--- config.mk ---
export PLATFORM = sky130hd
export DESIGN_NAME = multiplier
export DESIGN_NICKNAME = d
export VERILOG_FILES = /design/src/rtl/multiplier.sv
export SDC_FILE = /design/constraint.sdc
export NUM_CORES = 1
export LEC_CHECK = 0
export CAP_MARGIN = 15
export CORE_UTILIZATION = 45
export DETAILED_ROUTE_END_ITERATION = 8
export SLEW_MARGIN = 20
export SYNTH_ARGS = -nofsm -noshare
export SYNTH_HDL_FRONTEND = slang
export SYNTH_SLANG_ARGS = --single-unit
--- constraint.sdc ---
create_clock -name vclk -period 11.1
set_clock_uncertainty 0.15 [all_clocks]
set_input_delay 2.22 -clock vclk [all_inputs]
set_output_delay 2.22 -clock vclk [all_outputs]
set_load 0.02 [all_outputs]
--- src/rtl/multiplier.sv ---
// 16x16 signed multiplier: radix-4 Booth recoding, carry-save reduction tree, prefix final adder.
// Build option MUL_PIPE_EN registers answer (1-cycle latency, synchronous active-high rst).
module multiplier (
  input  logic signed [15:0] a,
  input  logic signed [15:0] b,
  output logic signed [31:0] answer,
  input  logic               clk,
  input  logic               rst
);

  // 3:2 compressor across a full row; returns {carry << 1, sum}, carry out of bit 31 dropped.
  function automatic logic [63:0] csa(input logic [31:0] x, input logic [31:0] y,
                                      input logic [31:0] z);
    logic [31:0] s;
    logic [31:0] c;
    s = x ^ y ^ z;
    c = (x & y) | (x & z) | (y & z);
    return {c[30:0], 1'b0, s};
  endfunction

  // Kogge-Stone parallel-prefix adder, modulo 2^32.
  function automatic logic [31:0] ks_add(input logic [31:0] x, input logic [31:0] y);
    logic [31:0] g;
    logic [31:0] p;
    logic [31:0] h;
    logic [31:0] gn;
    logic [31:0] pn;
    g = x & y;
    p = x ^ y;
    h = p;
    for (int k = 0; k < 5; k++) begin
      gn = g;
      pn = p;
      for (int j = (1 << k); j < 32; j++) begin
        gn[j] = g[j] | (p[j] & g[j - (1 << k)]);
        pn[j] = p[j] & p[j - (1 << k)];
      end
      g = gn;
      p = pn;
    end
    return h ^ {g[30:0], 1'b0};
  endfunction

  // Implicit 0 below b[0]; the top triplet is b[15:13], so no extra sign bits are needed.
  logic [16:0] bx;
  logic [16:0] a_one;
  logic [16:0] a_two;
  logic [31:0] pp [9];

  assign bx    = {b, 1'b0};
  assign a_one = {a[15], a};
  assign a_two = {a, 1'b0};

  // pp[0..7] are Booth rows; pp[8] collects the +1 corrections for negated rows.
  always_comb begin
    logic [2:0]  trip;
    logic        sel_one;
    logic        sel_two;
    logic        neg;
    logic [16:0] row;
    pp[8] = '0;
    for (int i = 0; i < 8; i++) begin
      trip    = bx[2*i +: 3];
      sel_one = 1'b0;
      sel_two = 1'b0;
      neg     = 1'b0;
      unique case (trip)
        3'b001, 3'b010: sel_one = 1'b1;
        3'b011:         sel_two = 1'b1;
        3'b100: begin
          sel_two = 1'b1;
          neg     = 1'b1;
        end
        3'b101, 3'b110: begin
          sel_one = 1'b1;
          neg     = 1'b1;
        end
        default: ;
      endcase
      row = sel_two ? a_two : (sel_one ? a_one : 17'd0);
      if (neg) begin
        row = ~row;
      end
      pp[i]        = {{15{row[16]}}, row} << (2 * i);
      pp[8][2*i]   = neg;
    end
  end

  // Reduction: 9 -> 6 -> 4 -> 3 -> 2 rows.
  logic [63:0] l1_0, l1_1, l1_2;
  logic [63:0] l2_0, l2_1;
  logic [63:0] l3_0;
  logic [63:0] l4_0;
  logic [31:0] product;

  assign l1_0 = csa(pp[0], pp[1], pp[2]);
  assign l1_1 = csa(pp[3], pp[4], pp[5]);
  assign l1_2 = csa(pp[6], pp[7], pp[8]);

  assign l2_0 = csa(l1_0[31:0], l1_0[63:32], l1_1[31:0]);
  assign l2_1 = csa(l1_1[63:32], l1_2[31:0], l1_2[63:32]);

  assign l3_0 = csa(l2_0[31:0], l2_0[63:32], l2_1[31:0]);

  assign l4_0 = csa(l3_0[31:0], l3_0[63:32], l2_1[63:32]);

  assign product = ks_add(l4_0[31:0], l4_0[63:32]);

`ifdef MUL_PIPE_EN
  logic [31:0] answer_q;

  always_ff @(posedge clk) begin
    if (rst) begin
      answer_q <= 32'h0000_0000;
    end else begin
      answer_q <= product;
    end
  end

  assign answer = answer_q;
`else
  // clk and rst exist only for port compatibility with the pipelined build.
  logic unused_clk_rst;
  assign unused_clk_rst = clk ^ rst;

  assign answer = product;
`endif

endmodule

==> metrics.txt, run 1 <==
top-area cell type share of the netlist area 0.272; CP peak stage delay around 800 ps; utilization of the core after routing 0.507; Hold Buf Count CTS 0; first-pass GRT wire length 39,600 um; Routed WL roughly 24,000 um; routing usage on met1 0.382; GR peak layer met2; Required @ worst endpoint 8730 ps; I/O pin total 66; synthesized instance count 1,085; synth-to-layout area growth 10.6%; final setup fails 0; Avg Synthesized Cell Area 7.88 um2; largest family of logic cells by synthesized area adder cells; Die W 140 um; GR Util met3 0.0172; drt initial violations between 600 and 700; cell with the most instances after synthesis inv_1; grt met2 use 0.395; clkbuf count 0; Worst setup startpoint b[14]; Worst setup SP type input pin; final non-filler cell total about 1,300; Critical Path Most Common Cell fa_1; Post-CTS Setup Inserts 0; Max-slew headroom 0.301; storage element area 0 um2; CORE AREA around 19,000 um2; top post-synthesis cells by area fa_1, xor2_1, ha_1; Netlist cell types 62; hold_ws approximately 5700 ps; DR vias/cell 5.67; Yosys Warn Count 0; worst setup path category in2out; Via Count 7,535; GRT Total Usage 0.250; Synth Area in Compound Gates 0.254; Seq/Total Area, Yosys 0; global placer's final weighted congestion 0.889; flip-flop and latch count 0; die height 140 um; gr ovfl total 0; length of the first detailed-routing pass in iterations 7; fin crit share 0.971; RSZ-0062 raised after global routing false; total die area 19,600 um2; Setup crit end answer[30]; mux cell area share after synthesis 0.0177; adder-cell share of the synthesized area 0.374; post-synthesis simple-gate area fraction 0.0736; diode count 0; num rows 50; setup tns final 0 ps; Hold Path Stages 4; Syn Nets 1,305; Yosys top cell by area fa_1; critical path peak fanout 15; footprint of the multi-input gates ~7500 um2; status finished clean; share of cells above drive strength 1 0.0704; initial antenna violation count 1; Synth top cells by count inv_1, xor2_1, fa_1; Placed Instances 1,328; crit path cell chain clkdlybuf4s50_1, nand2_1, nor2_1, a22oi_1, o21ai_0, ha_1, inv_1, fa_1, fa_1, inv_1, fa_1, ha_1, o2111a_1, nand2_1, a311oi_2, o21ai_0, a21oi_1, xor2_1, clkdlybuf4s50_1; Final HPWL DP 19,400 um; number of global-route vias before repair 7,230; fillers around 1,800; Starting Density 0.459; Slowest cell on crit path nor2_1; worst-margin pin slew 1040 ps; Hold Fails Final Rpt 0; arrival time of the worst setup path 8410 ps; largest net degree at the start of global routing 25; DRC errors left 0; Max Cap Violations 0; CP Capture Type primary output; Post-Synth XOR/XNOR Area 0.151; Pins Over Slew Limit 0; Mapped Area 8550 um2; worst min path class in2out; IO buf count 64; nets 1,316; wire per inst 18.1 um; crit path time final 10,780 ps; Fmax achieved between 90 and 100 MHz; Final ANT Viol Nets 0
## worst min-delay path by stage
stage                     start         to  slack, ps
after floorplan            b[1]  answer[0]       4630
after global placement     b[1]  answer[0]       5630
after detailed placement   b[1]  answer[0]       5620
after CTS                  b[1]  answer[0]       5630
after global routing       b[1]  answer[0]       5710
final                      b[1]  answer[0]       5660
## per-stage QoR
step           setup WS, ps  area [um2]
2_1_floorplan          1410        8550
3_3_place_gp            250        9420
3_5_place_dp            201        9430
4_1_cts                 195        9430
5_1_grt                16.0        9460
6_report                324        9460
## layout make-up
cell class / count / area share
Timing Repair Buffer: 113 / 0.108
Inverter: 178 / 0.0706
Tap cell: 234 / 0.0310
Multi-Input combinational cell: 803 / 0.790
## worst max-delay path, delay by kind of cell
kind / cells / cell delay, ps
AO/OA/AOI/OAI: 6 / 1510
XOR/XNOR: 1 / 160
adder cells (fa/ha/maj): 5 / 2180
buffers and inverters: 4 / 1330
AND/OR/NAND/NOR: 3 / 990
## cells in the final DEF (no fill, tap or decap), types with 10 or more instances in the layout
cell type,n
nand2_1,47
ha_1,70
a22o_1,11
clkdlybuf4s50_1,63
xor2_1,120
nor2_1,50
a221oi_1,10
mux2i_1,14
buf_4,48
a22oi_1,87
xnor2_1,23
o21ai_0,102
a21o_1,10
a221o_1,14
inv_1,177
a21oi_1,29
fa_1,116
## kinds of logic (layout without fill, tap and decap cells)
| kind of cell | count (synthesis) | in the layout |
|---|---|---|
| simple gates | 139 | 139 |
| fa+ha+maj | 186 | 186 |
| compound gates | 316 | 316 |
| xor+xnor | 147 | 147 |
| mux | 15 | 15 |
| buf+inv | 282 | 291 |
## timing repair
action                                 4_1_cts  5_1_grt
resized for setup                            0        3
endpoints found under the hold margin        0        0
setup endpoints to repair                    0        5
## per-layer routing
| layer | vias up | part of all wire | wire (um) |
|---|---|---|---|
| li1 | 3624 | - | - |
| met1 | 3648 | 0.49 | 11800 |
| met2 | 247 | 0.43 | 10300 |
| met3 | 16 | 0.062 | 1490 |
| met4 | 0 | 0.014 | 329 |
| met5 | - | 0 | 0 |
Power of run 1 is not shown: default switching activity piles up to over one toggle a cycle in this logic, so the estimate is an artifact.
==> inputs of run 2 (changes only) <==
--- a/config.mk
+++ b/config.mk
@@ -6,8 +6,10 @@
 export NUM_CORES = 1
 export LEC_CHECK = 0
 export CAP_MARGIN = 15
-export CORE_UTILIZATION = 45
+export CORE_MARGIN = 1.5
+export CORE_UTILIZATION = 50
 export DETAILED_ROUTE_END_ITERATION = 8
+export PLACE_DENSITY = 0.7
 export SLEW_MARGIN = 20
 export SYNTH_ARGS = -nofsm -noshare
 export SYNTH_HDL_FRONTEND = slang
==> run 2 against run 1 <==
- first-iteration DRC count is 8.3% higher
- sequential share of layout area unchanged
- setup slack lost 9.6 ps
- fmax about the same
- global-route usage increased by 2.6 points
- design area rose by 0.38%
- wire length rose by 0.21%
- worst hold slack gained 160 ps
- critical endpoint unchanged
==> metrics.txt, run 2 (synthesized netlist as in run 1, its figures left out) <==
fillers 1,557 (was 1,830); GRT Total Usage 0.276 (was 0.250); Die W 134 um (was 140 um); most frequent cells in the layout inv_1, xor2_1, fa_1 (unchanged); Crit path max-delay family adder cells (unchanged); global placer's final weighted congestion 0.907 (was 0.889); nets 1,324 (was 1,316); total die area 17,900 um2 (was 19,600 um2); Routed WL 24,000 um (about the same); Slowest cell on crit path clkdlybuf4s50_1 (was nor2_1); Max-slew headroom 0.438 (was 0.301); I/O pin total 66 (unchanged); CP peak stage delay 620 ps (was 800 ps); length of the first detailed-routing pass in iterations 5 (was 7); Placed Instances 1,322 (was 1,328); crit path cell chain clkdlybuf4s50_1, buf_4, nand2_1, o21ai_0, fa_1, inv_1, fa_1, fa_1, inv_1, fa_1, ha_1, o2111a_1, nand2_1, a311oi_2, o21ai_0, a21oi_1, xor2_1, clkdlybuf4s50_1 (was clkdlybuf4s50_1, nand2_1, nor2_1, a22oi_1, o21ai_0, ha_1, inv_1, fa_1, fa_1, inv_1, fa_1, ha_1, o2111a_1, nand2_1, a311oi_2, o21ai_0, a21oi_1, xor2_1, clkdlybuf4s50_1); Worst setup SP type input pin (unchanged); Final HPWL DP 19,300 um (was 19,400 um); num rows 47 (was 50); fin crit share 0.972 (was 0.971); setup tns final 0 ps (unchanged); worst-margin pin slew 840 ps (was 1040 ps); RSZ-0062 raised after global routing false (unchanged); Hold Fails Final Rpt 0 (unchanged); final non-filler cell total 1,322 (was 1,328); utilization of the core after routing 0.570 (was 0.507); Hold Buf Count CTS 0 (unchanged); DR top layer met4 (unchanged); worst setup path category in2out (unchanged); critical path peak fanout 22 (was 15); commonest non-fill, non-tap cell in the layout inv_1 (unchanged); clkbuf count 0 (unchanged); synth-to-layout area growth 11.0% (was 10.6%); Critical Path Most Common Cell fa_1 (unchanged); Pins Over Slew Limit 0 (unchanged); CORE AREA 16,600 um2 (was 18,600 um2); Post-CTS Setup Inserts 0 (unchanged); arrival time of the worst setup path 8420 ps (was 8410 ps); Required @ worst endpoint 8730 ps (about the same); DRC errors left 0 (unchanged); initial antenna violation count 0 (was 1); share of cells above drive strength 1 0.0780 (was 0.0704); footprint of the multi-input gates 7470 um2 (about the same); IO buf count 64 (unchanged); M1 wire length 11,100 um (was 11,800 um); Final ANT Viol Nets 0 (unchanged); crit path time final 10,790 ps (was 10,780 ps); first-pass GRT wire length 39,800 um (was 39,600 um); worst path bufs/invs 5 (was 4); final setup fails 0 (unchanged); diode count 0 (unchanged); worst min path class in2out (unchanged); status finished clean (unchanged); DR vias/cell 5.80 (was 5.67); wire per inst 18.2 um (was 18.1 um); CP Capture Type primary output (unchanged); met3 WL 1770 um (was 1490 um); WL met2 10,600 um (was 10,300 um); largest net degree at the start of global routing 25 (unchanged); Via Count 7,673 (was 7,535); drt initial violations 655 (was 605); storage element area 0 um2 (unchanged); Fmax achieved 92.7 MHz (was 92.8 MHz); die height 134 um (was 140 um); Max Cap Violations 0 (unchanged); Starting Density 0.514 (was 0.459); flip-flop and latch count 0 (unchanged); number of global-route vias before repair 7,564 (was 7,230); gr ovfl total 0 (unchanged)
run 2: cell count changes in the layout (fill, tap and decap cells not counted):
cell      delta
a221oi_1     +1
a221oi_2     -1
buf_4        +8
nor2_1       -2
nor2_2       +2
o21ai_1      -1
o21ai_2      +1
o22ai_1      -1
o22ai_2      +1
xor2_1       +2
xor2_2       -2
run 2: timing repair:
action                                  4_1_cts  5_1_grt
endpoints found under the setup margin        0        7
gates resized for setup                       0        6
hold endpoints to repair                      0        0
run 2: worst min-delay path, delay by kind of cell:
kind | cells | cell delay [ps]
adder cells (fa/ha/maj) | 2 | 230
buffers and inverters | 3 | 1130
AND/OR/NAND/NOR | 1 | 170
run 2: per-layer routing:
layer | track usage | up-vias
met5 | 0 | -
met4 | 0.0682 | 0
met3 | 0.0393 | 35
met2 | 0.426 | 289
met1 | 0.407 | 3701
li1 | - | 3648
run 2: final cells by class:
| cell class | instances | area share |
|---|---|---|
| well taps | 220 | 0.0290 |
| inverters | 178 | 0.0704 |
| repair buffers | 121 | 0.114 |
| multi-input cells | 803 | 0.787 |
run 2: metrics by stage:
stage	setup slack [ps]	instance area (um2)	hold WS [ps]
floorplan	1410	8550	4630
global placement	246	9460	5790
detailed placement	170	9470	5810
CTS	163	9470	5820
global route	66.0	9490	5880
finish	314	9490	5820
run 2: worst paths after layout:
check | from | end | depth (start not counted)
worst min-delay path | b[3] | answer[2] | 6
worst max-delay path | b[9] | answer[30] | 18
Power of run 2 is left out for the same reason.
